$ cat src/rtl/corescore_pkg.sv
// Shared stream constants, grant-width helper and arbiter state encoding.
package corescore_pkg;

    localparam int STREAM_DW = 8;

    function automatic int grant_width(input int n);
        return (n > 1) ? $clog2(n) : 1;
    endfunction

    typedef enum logic {
        ST_IDLE   = 1'b0,
        ST_LOCKED = 1'b1
    } arb_state_e;

endpackage

$ cat src/rtl/stream_packet_arbiter_if.sv
// Bundle of the N source streams, the merged emitter stream and arbiter status.
interface stream_packet_arbiter_if #(
    parameter int NUM_SOURCES = 4,
    parameter int CNT_W       = 16
);
    import corescore_pkg::*;

    localparam int GRANT_W = grant_width(NUM_SOURCES);

    logic [STREAM_DW*NUM_SOURCES-1:0] i_tdata;
    logic [NUM_SOURCES-1:0]           i_tlast;
    logic [NUM_SOURCES-1:0]           i_tvalid;
    logic [NUM_SOURCES-1:0]           o_tready;
    logic [STREAM_DW-1:0]             o_tdata;
    logic                             o_tlast;
    logic                             o_tvalid;
    logic                             i_tready;
    logic [GRANT_W-1:0]               o_grant;
    logic                             o_busy;
    logic [CNT_W-1:0]                 o_pkt_count;

    modport slave (
        input  i_tdata, i_tlast, i_tvalid, i_tready,
        output o_tready, o_tdata, o_tlast, o_tvalid, o_grant, o_busy, o_pkt_count
    );

    modport master (
        output i_tdata, i_tlast, i_tvalid, i_tready,
        input  o_tready, o_tdata, o_tlast, o_tvalid, o_grant, o_busy, o_pkt_count
    );

endinterface

$ cat src/rtl/stream_rr_pick.sv
// Round-robin picker: first set req at or after ptr, wrapping; purely combinational,
// zero latency, no backpressure.
module stream_rr_pick
    import corescore_pkg::*;
#(
    parameter int NUM_SOURCES = 4,
    parameter int GRANT_W     = grant_width(NUM_SOURCES)
) (
    input  logic [NUM_SOURCES-1:0] req,
    input  logic [GRANT_W-1:0]     ptr,
    output logic                   any,
    output logic [GRANT_W-1:0]     idx
);

    localparam logic [GRANT_W:0] N_X = (GRANT_W + 1)'(NUM_SOURCES);

    logic [NUM_SOURCES-1:0] rot;
    logic [GRANT_W-1:0]     off;
    logic [GRANT_W:0]       sum;

    always_comb begin
        // Rotate so bit 0 is the source at ptr, then take the lowest set bit.
        rot = NUM_SOURCES'({req, req} >> ptr);
        any = 1'b0;
        off = '0;
        for (int i = NUM_SOURCES - 1; i >= 0; i--) begin
            if (rot[i]) begin
                any = 1'b1;
                off = GRANT_W'(i);
            end
        end
        sum = {1'b0, ptr} + {1'b0, off};
        if (sum >= N_X) begin
            sum = sum - N_X;
        end
        idx = sum[GRANT_W-1:0];
    end

endmodule

$ cat src/rtl/stream_packet_arbiter.sv
// Packet-atomic round-robin merge of N byte streams onto one registered stream.
// Latency: 1-cycle arbitration bubble + 1 register stage; per-source tready follows the output slot.
module stream_packet_arbiter
    import corescore_pkg::*;
#(
    parameter int NUM_SOURCES = 4,
    parameter int CNT_W       = 16
) (
    input  logic                   i_clk,
    input  logic                   i_rst,
    stream_packet_arbiter_if.slave bus
);

    localparam int                 GRANT_W  = grant_width(NUM_SOURCES);
    localparam logic [GRANT_W-1:0] LAST_SRC = GRANT_W'(NUM_SOURCES - 1);

    arb_state_e             state_q, state_d;
    logic [GRANT_W-1:0]     grant_q, grant_d;
    logic [GRANT_W-1:0]     ptr_q, ptr_d;
    logic [STREAM_DW-1:0]   tdata_q, tdata_d;
    logic                   tlast_q, tlast_d;
    logic                   tvalid_q, tvalid_d;
    logic [CNT_W-1:0]       cnt_q, cnt_d;

    logic                   pick_any;
    logic [GRANT_W-1:0]     pick_idx;
    logic [NUM_SOURCES-1:0] grant_oh;
    logic [NUM_SOURCES-1:0] tready;
    logic [STREAM_DW-1:0]   sel_data;
    logic                   sel_last;
    logic                   locked;
    logic                   ld;
    logic                   accept;

    stream_rr_pick #(
        .NUM_SOURCES(NUM_SOURCES),
        .GRANT_W    (GRANT_W)
    ) u_pick (
        .req(bus.i_tvalid),
        .ptr(ptr_q),
        .any(pick_any),
        .idx(pick_idx)
    );

    always_comb begin
        grant_oh = NUM_SOURCES'(1) << grant_q;
        sel_data = '0;
        for (int k = 0; k < NUM_SOURCES; k++) begin
            if (grant_oh[k]) begin
                sel_data = sel_data | bus.i_tdata[k*STREAM_DW +: STREAM_DW];
            end
        end
        sel_last = |(bus.i_tlast & grant_oh);

        locked = (state_q == ST_LOCKED);
        ld     = !tvalid_q || bus.i_tready;
        tready = (locked && ld && !i_rst) ? grant_oh : '0;
        accept = |(bus.i_tvalid & tready);

        state_d  = state_q;
        grant_d  = grant_q;
        ptr_d    = ptr_q;
        tdata_d  = tdata_q;
        tlast_d  = tlast_q;
        tvalid_d = tvalid_q;
        cnt_d    = cnt_q;

        if (accept) begin
            tdata_d  = sel_data;
            tlast_d  = sel_last;
            tvalid_d = 1'b1;
        end else if (bus.i_tready) begin
            tvalid_d = 1'b0;
        end

        if (tvalid_q && bus.i_tready && tlast_q) begin
            cnt_d = cnt_q + CNT_W'(1);
        end

        unique case (state_q)
            ST_IDLE: begin
                if (pick_any) begin
                    grant_d = pick_idx;
                    state_d = ST_LOCKED;
                end
            end
            ST_LOCKED: begin
                // Lock is released only by the granted source's tlast beat.
                if (accept && sel_last) begin
                    state_d = ST_IDLE;
                    ptr_d   = (grant_q == LAST_SRC) ? '0 : grant_q + GRANT_W'(1);
                end
            end
            default: state_d = ST_IDLE;
        endcase
    end

    always_ff @(posedge i_clk) begin
        if (i_rst) begin
            state_q  <= ST_IDLE;
            grant_q  <= '0;
            ptr_q    <= '0;
            tdata_q  <= '0;
            tlast_q  <= 1'b0;
            tvalid_q <= 1'b0;
            cnt_q    <= '0;
        end else begin
            state_q  <= state_d;
            grant_q  <= grant_d;
            ptr_q    <= ptr_d;
            tdata_q  <= tdata_d;
            tlast_q  <= tlast_d;
            tvalid_q <= tvalid_d;
            cnt_q    <= cnt_d;
        end
    end

    assign bus.o_tready    = tready;
    assign bus.o_tdata     = tdata_q;
    assign bus.o_tlast     = tlast_q;
    assign bus.o_tvalid    = tvalid_q;
    assign bus.o_grant     = grant_q;
    assign bus.o_busy      = locked;
    assign bus.o_pkt_count = cnt_q;

endmodule
$ cat src/flat_wrapper.sv
// flat-port wrapper written by rule: the top's interface ports become plain ports
module stream_packet_arbiter_flat import corescore_pkg::*;
#(
    parameter int NUM_SOURCES = 4,
    parameter int CNT_W       = 16
)
  (i_clk, i_rst, bus_i_tdata, bus_i_tlast, bus_i_tvalid, bus_i_tready, bus_o_tready, bus_o_tdata, bus_o_tlast, bus_o_tvalid, bus_o_grant, bus_o_busy, bus_o_pkt_count);
  stream_packet_arbiter_if #(.NUM_SOURCES(NUM_SOURCES), .CNT_W(CNT_W)) bus_i ();
  input  logic i_clk;
  input  logic i_rst;
  input wire logic [$bits(bus_i.i_tdata)-1:0] bus_i_tdata;
  input wire logic [$bits(bus_i.i_tlast)-1:0] bus_i_tlast;
  input wire logic [$bits(bus_i.i_tvalid)-1:0] bus_i_tvalid;
  input wire logic [$bits(bus_i.i_tready)-1:0] bus_i_tready;
  output wire logic [$bits(bus_i.o_tready)-1:0] bus_o_tready;
  output wire logic [$bits(bus_i.o_tdata)-1:0] bus_o_tdata;
  output wire logic [$bits(bus_i.o_tlast)-1:0] bus_o_tlast;
  output wire logic [$bits(bus_i.o_tvalid)-1:0] bus_o_tvalid;
  output wire logic [$bits(bus_i.o_grant)-1:0] bus_o_grant;
  output wire logic [$bits(bus_i.o_busy)-1:0] bus_o_busy;
  output wire logic [$bits(bus_i.o_pkt_count)-1:0] bus_o_pkt_count;
  assign bus_i.i_tdata = bus_i_tdata;
  assign bus_i.i_tlast = bus_i_tlast;
  assign bus_i.i_tvalid = bus_i_tvalid;
  assign bus_i.i_tready = bus_i_tready;
  assign bus_o_tready = bus_i.o_tready;
  assign bus_o_tdata = bus_i.o_tdata;
  assign bus_o_tlast = bus_i.o_tlast;
  assign bus_o_tvalid = bus_i.o_tvalid;
  assign bus_o_grant = bus_i.o_grant;
  assign bus_o_busy = bus_i.o_busy;
  assign bus_o_pkt_count = bus_i.o_pkt_count;
  stream_packet_arbiter #(.NUM_SOURCES(NUM_SOURCES), .CNT_W(CNT_W)) u_core (.i_clk(i_clk), .i_rst(i_rst), .bus(bus_i));
endmodule
$ cat config.mk
export PLATFORM = sky130hd
export DESIGN_NAME = stream_packet_arbiter_flat
export DESIGN_NICKNAME = d
export VERILOG_FILES = /design/src/rtl/corescore_pkg.sv /design/src/rtl/stream_packet_arbiter_if.sv /design/src/rtl/stream_rr_pick.sv /design/src/rtl/stream_packet_arbiter.sv /design/src/flat_wrapper.sv
export SDC_FILE = /design/constraint.sdc
export NUM_CORES = 1
export LEC_CHECK = 0
export BUFFER_PORTS_ARGS = -buffer_cell sky130_fd_sc_hd__buf_2
export CAP_MARGIN = 0
export CORE_UTILIZATION = 47
export DETAILED_ROUTE_END_ITERATION = 6
export PLACE_DENSITY = 0.88
export SETUP_SLACK_MARGIN = 0.3
export SLEW_MARGIN = 40
export SYNTH_ARGS = -nofsm -noshare
export SYNTH_HDL_FRONTEND = slang
export SYNTH_SLANG_ARGS = --single-unit
$ cat constraint.sdc
create_clock -name i_clk -period 2.35 [get_ports i_clk]
set_input_delay 0.5875 -clock i_clk [delete_from_list [all_inputs] [get_ports i_clk]]
set_output_delay 0.5875 -clock i_clk [all_outputs]
set_load 0.005 [all_outputs]
==> results.json <==
{
  "syn_avg_cell_area_sq_um": 8.80,
  "die_height_microns": 62.6,
  "min_period_ps": 2000,
  "met1_usage_pct": 26.4,
  "crit_path_start_kind": "flip-flop",
  "die_x_microns": 62.6,
  "ioPinCount": 76,
  "top_usage_layer": "met2",
  "cts_root_buf": "clkbuf_4",
  "n_antenna_cell": 0,
  "swShare_pct": 27.3,
  "antenna_found_initial": 0,
  "row_count": 21,
  "pre_cts_slack_ps": 185,
  "p_switching_w": 0.000315,
  "wl_mm": 4.23,
  "htree_levels": 2,
  "use_met2_pct": 38.2,
  "synth.area.top_cells": "dfxtp_1 (36%), a22oi_1 (7.8%), nor2_1 (5.7%)",
  "post_cts_buffers": 0,
  "synth_edf_count": 0,
  "relSlewSlack_pct": 76.9,
  "fillers": 301,
  "grt_pass1_wl_mm": 6.94,
  "via_per_inst": 5.62,
  "nets": 320,
  "grt_max_degree": 34,
  "setup_slack_ps": 347,
  "max_cap_viol_count": 0,
  "clkTransAtPathRegs_ps": 100,
  "fin_crit_sh_pct": 85.2,
  "io_buffers": 75,
  "yosysTopAreaCell": "dfxtp_1",
  "p_seq_share_pct": 49.4,
  "wire_per_inst_microns": 13.3,
  "grt_pass1_vias": 1597,
  "synthesis.nets": 245,
  "power.density_nw_per_um2": 518,
  "track_usage_pct": 22.4,
  "drt_pre_antenna_iters": 4,
  "cp_max_fo": 11,
  "routabilityCongestion": 0.829,
  "dp_hpwl_mm": 3.11,
  "synth_xor_xnor_area_share_pct": 4.57,
  "cts_tree": "yes",
  "multi_input_area_sq_um": 1030,
  "fmax_ghz": 0.499,
  "critPathRequiredTime_ps": 1760,
  "end_kind": "output port",
  "synth_seq_area_share_pct": 36.0,
  "yosys_most_used_dff": "dfxtp_1",
  "fin_tns_setup_ps": 0,
  "seq_area_sq_um": 626,
  "hold_viol": 0,
  "drtIter0Drc": 117,
  "synthAdderAreaFrac_pct": 4.35,
  "met3_usage_pct": 6.75,
  "drv_slew": 0,
  "worstSkewPairLatency_ps": 330,
  "power.internal_w": 0.000838,
  "skew_ps": 6.99,
  "synthArstFlopShare_pct": 0,
  "clkPwrFrac_pct": 30.7,
  "area_growth_pct": 29.0,
  "yosysWarnings": 0,
  "run_status": "finished clean",
  "coreArea_sq_um": 3420,
  "drc": 0,
  "ys_top_cells_by_count": "dfxtp_1 (31), nor2_1 (26), a22oi_1 (18)",
  "postSynthCellCount": 196,
  "worstPathArrival_ps": 1420,
  "dr_total_vias": 1788,
  "hold_class": "reg2reg",
  "synth.most_common_cell": "dfxtp_1",
  "initial_core_util_pct": 50.5,
  "setup_viol": 0,
  "syn-cell-area_sq_um": 1730,
  "ys_types": 43,
  "cts_sinks": 31,
  "numCtsBuffers": 5,
  "rsz0062_at_grt": "yes",
  "die_area_sq_um": 3920,
  "vdd_drop_max_mv": 0.369,
  "tightest_slew_ps": 346,
  "synth-simple-area-share_pct": 23.9,
  "yosysTopAreaCellShare_pct": 36.0,
  "grt-ovfl-total": 0,
  "critPathKind": "reg2out",
  "ys_seq_elements": 31,
  "synth_compound_gate_area_share_pct": 22.6,
  "synth_top_family_by_area": "simple AND/OR/NAND/NOR gates",
  "drive_gt1_share_pct": 37.9,
  "pwr-share-comb_pct": 19.9,
  "clockBufferDepth": 2,
  "leakage_nw": 0.991,
  "ant_nets": 0,
  "synth.area.mux_share_pct": 3.77
}
-- state kept, by name, indices dropped and copies added, names as in the netlist --
| signal | count |
|---|---|
| u_core.bus.o_tvalid | 1 |
| u_core.bus.o_tdata | 8 |
| u_core.bus.o_tlast | 1 |
| u_core.ptr_q | 2 |
| u_core.bus.o_pkt_count | 16 |
| u_core.bus.o_busy | 1 |
| u_core.bus.o_grant | 2 |
-- worst paths after layout --
| check | start | endpoint | slack (ps) | depth (start not counted) |
|---|---|---|---|---|
| max reg2reg | u_core.ptr_q[0] | u_core.bus.o_grant[1] | 490 | 7 |
| min reg2reg | u_core.bus.o_pkt_count[15] | u_core.bus.o_pkt_count[15] | 480 | 2 |
| max | u_core.bus.o_grant[1] | bus_o_tready[1] | 350 | 4 |
| min | u_core.bus.o_pkt_count[15] | u_core.bus.o_pkt_count[15] | 480 | 2 |
-- what timing repair did --
action | 4_1_cts | 5_1_grt
gates resized for setup | 3 | 4
hold buffers | 0 | 0
endpoints found under the setup margin | 3 | 3
-- power by group through the flow --
stage | Combinational [W] | Sequential [W] | Clock (W)
detailed placement | 0.000222 | 0.000580 | 0
floorplan | 0.000133 | 0.000575 | 0
CTS | 0.000224 | 0.000569 | 0.000362
global route | 0.000254 | 0.000573 | 0.000378
global placement | 0.000220 | 0.000580 | 0
finish | 0.000230 | 0.000569 | 0.000354
-- cells in the final DEF, fill, tap and decap left out, drive strengths merged --
cell type,count
and3b,1
mux2i,2
and2b,1
or3,3
ha,6
nand3,6
xnor2,5
inv,4
nor3b,1
a22o,2
xor2,4
nor2b,2
buf,81
a221oi,1
nor4,3
a311oi,8
o31ai,5
o211ai,2
nor4b,1
mux2,2
and4,3
dfxtp,31
clkbuf,8
a21oi,11
o21ai,5
nand4,4
o211a,1
nor3,1
nor2,26
a22oi,18
nand2b,1
or4,5
and3,6
nand2,10
mux4,1
o2111ai,1
-- critical path, cell delays in order (launching register included) --
cell	delay [ps]
dfxtp_2	350
inv_1	100
ha_2	330
and3_1	190
buf_2	110
-- per-layer routing --
| layer | routed length (microns) | part of all wire (%) | vias to the layer above |
|---|---|---|---|
| met5 | 0 | 0 | - |
| met4 | 52 | 1.2 | 0 |
| met3 | 301 | 7.1 | 5 |
| met2 | 2010 | 48 | 68 |
| met1 | 1860 | 44 | 822 |
| li1 | - | - | 893 |
-- metrics by stage --
step,cells,hold slack [ps],total power (W),util [%],area (sq um)
after floorplan,196,468,0.000709,-,1730
after CTS,318,486,0.00116,64.8,2210
after global routing,318,517,0.00120,65.2,2230
after detailed placement,310,473,0.000802,62.7,2140
final,318,482,0.00115,65.2,2230
after global placement,310,462,0.000799,62.7,2140
-- logic make-up after synthesis --
| group | count (synthesis) |
|---|---|
| simple gates | 74 |
| fa+ha+maj | 6 |
| buf+inv | 17 |
| xor+xnor | 9 |
| compound gates | 54 |
| flops | 31 |
| mux | 5 |
-- layout make-up --
class | instances | area share, %
repair buffers | 81 | 19.2
well taps | 46 | 2.59
flip-flops and latches | 31 | 28.1
clock buffers | 8 | 3.09
multi-input cells | 148 | 46.3
inverters | 4 | 0.675
Power figures use the tool's default switching activity.
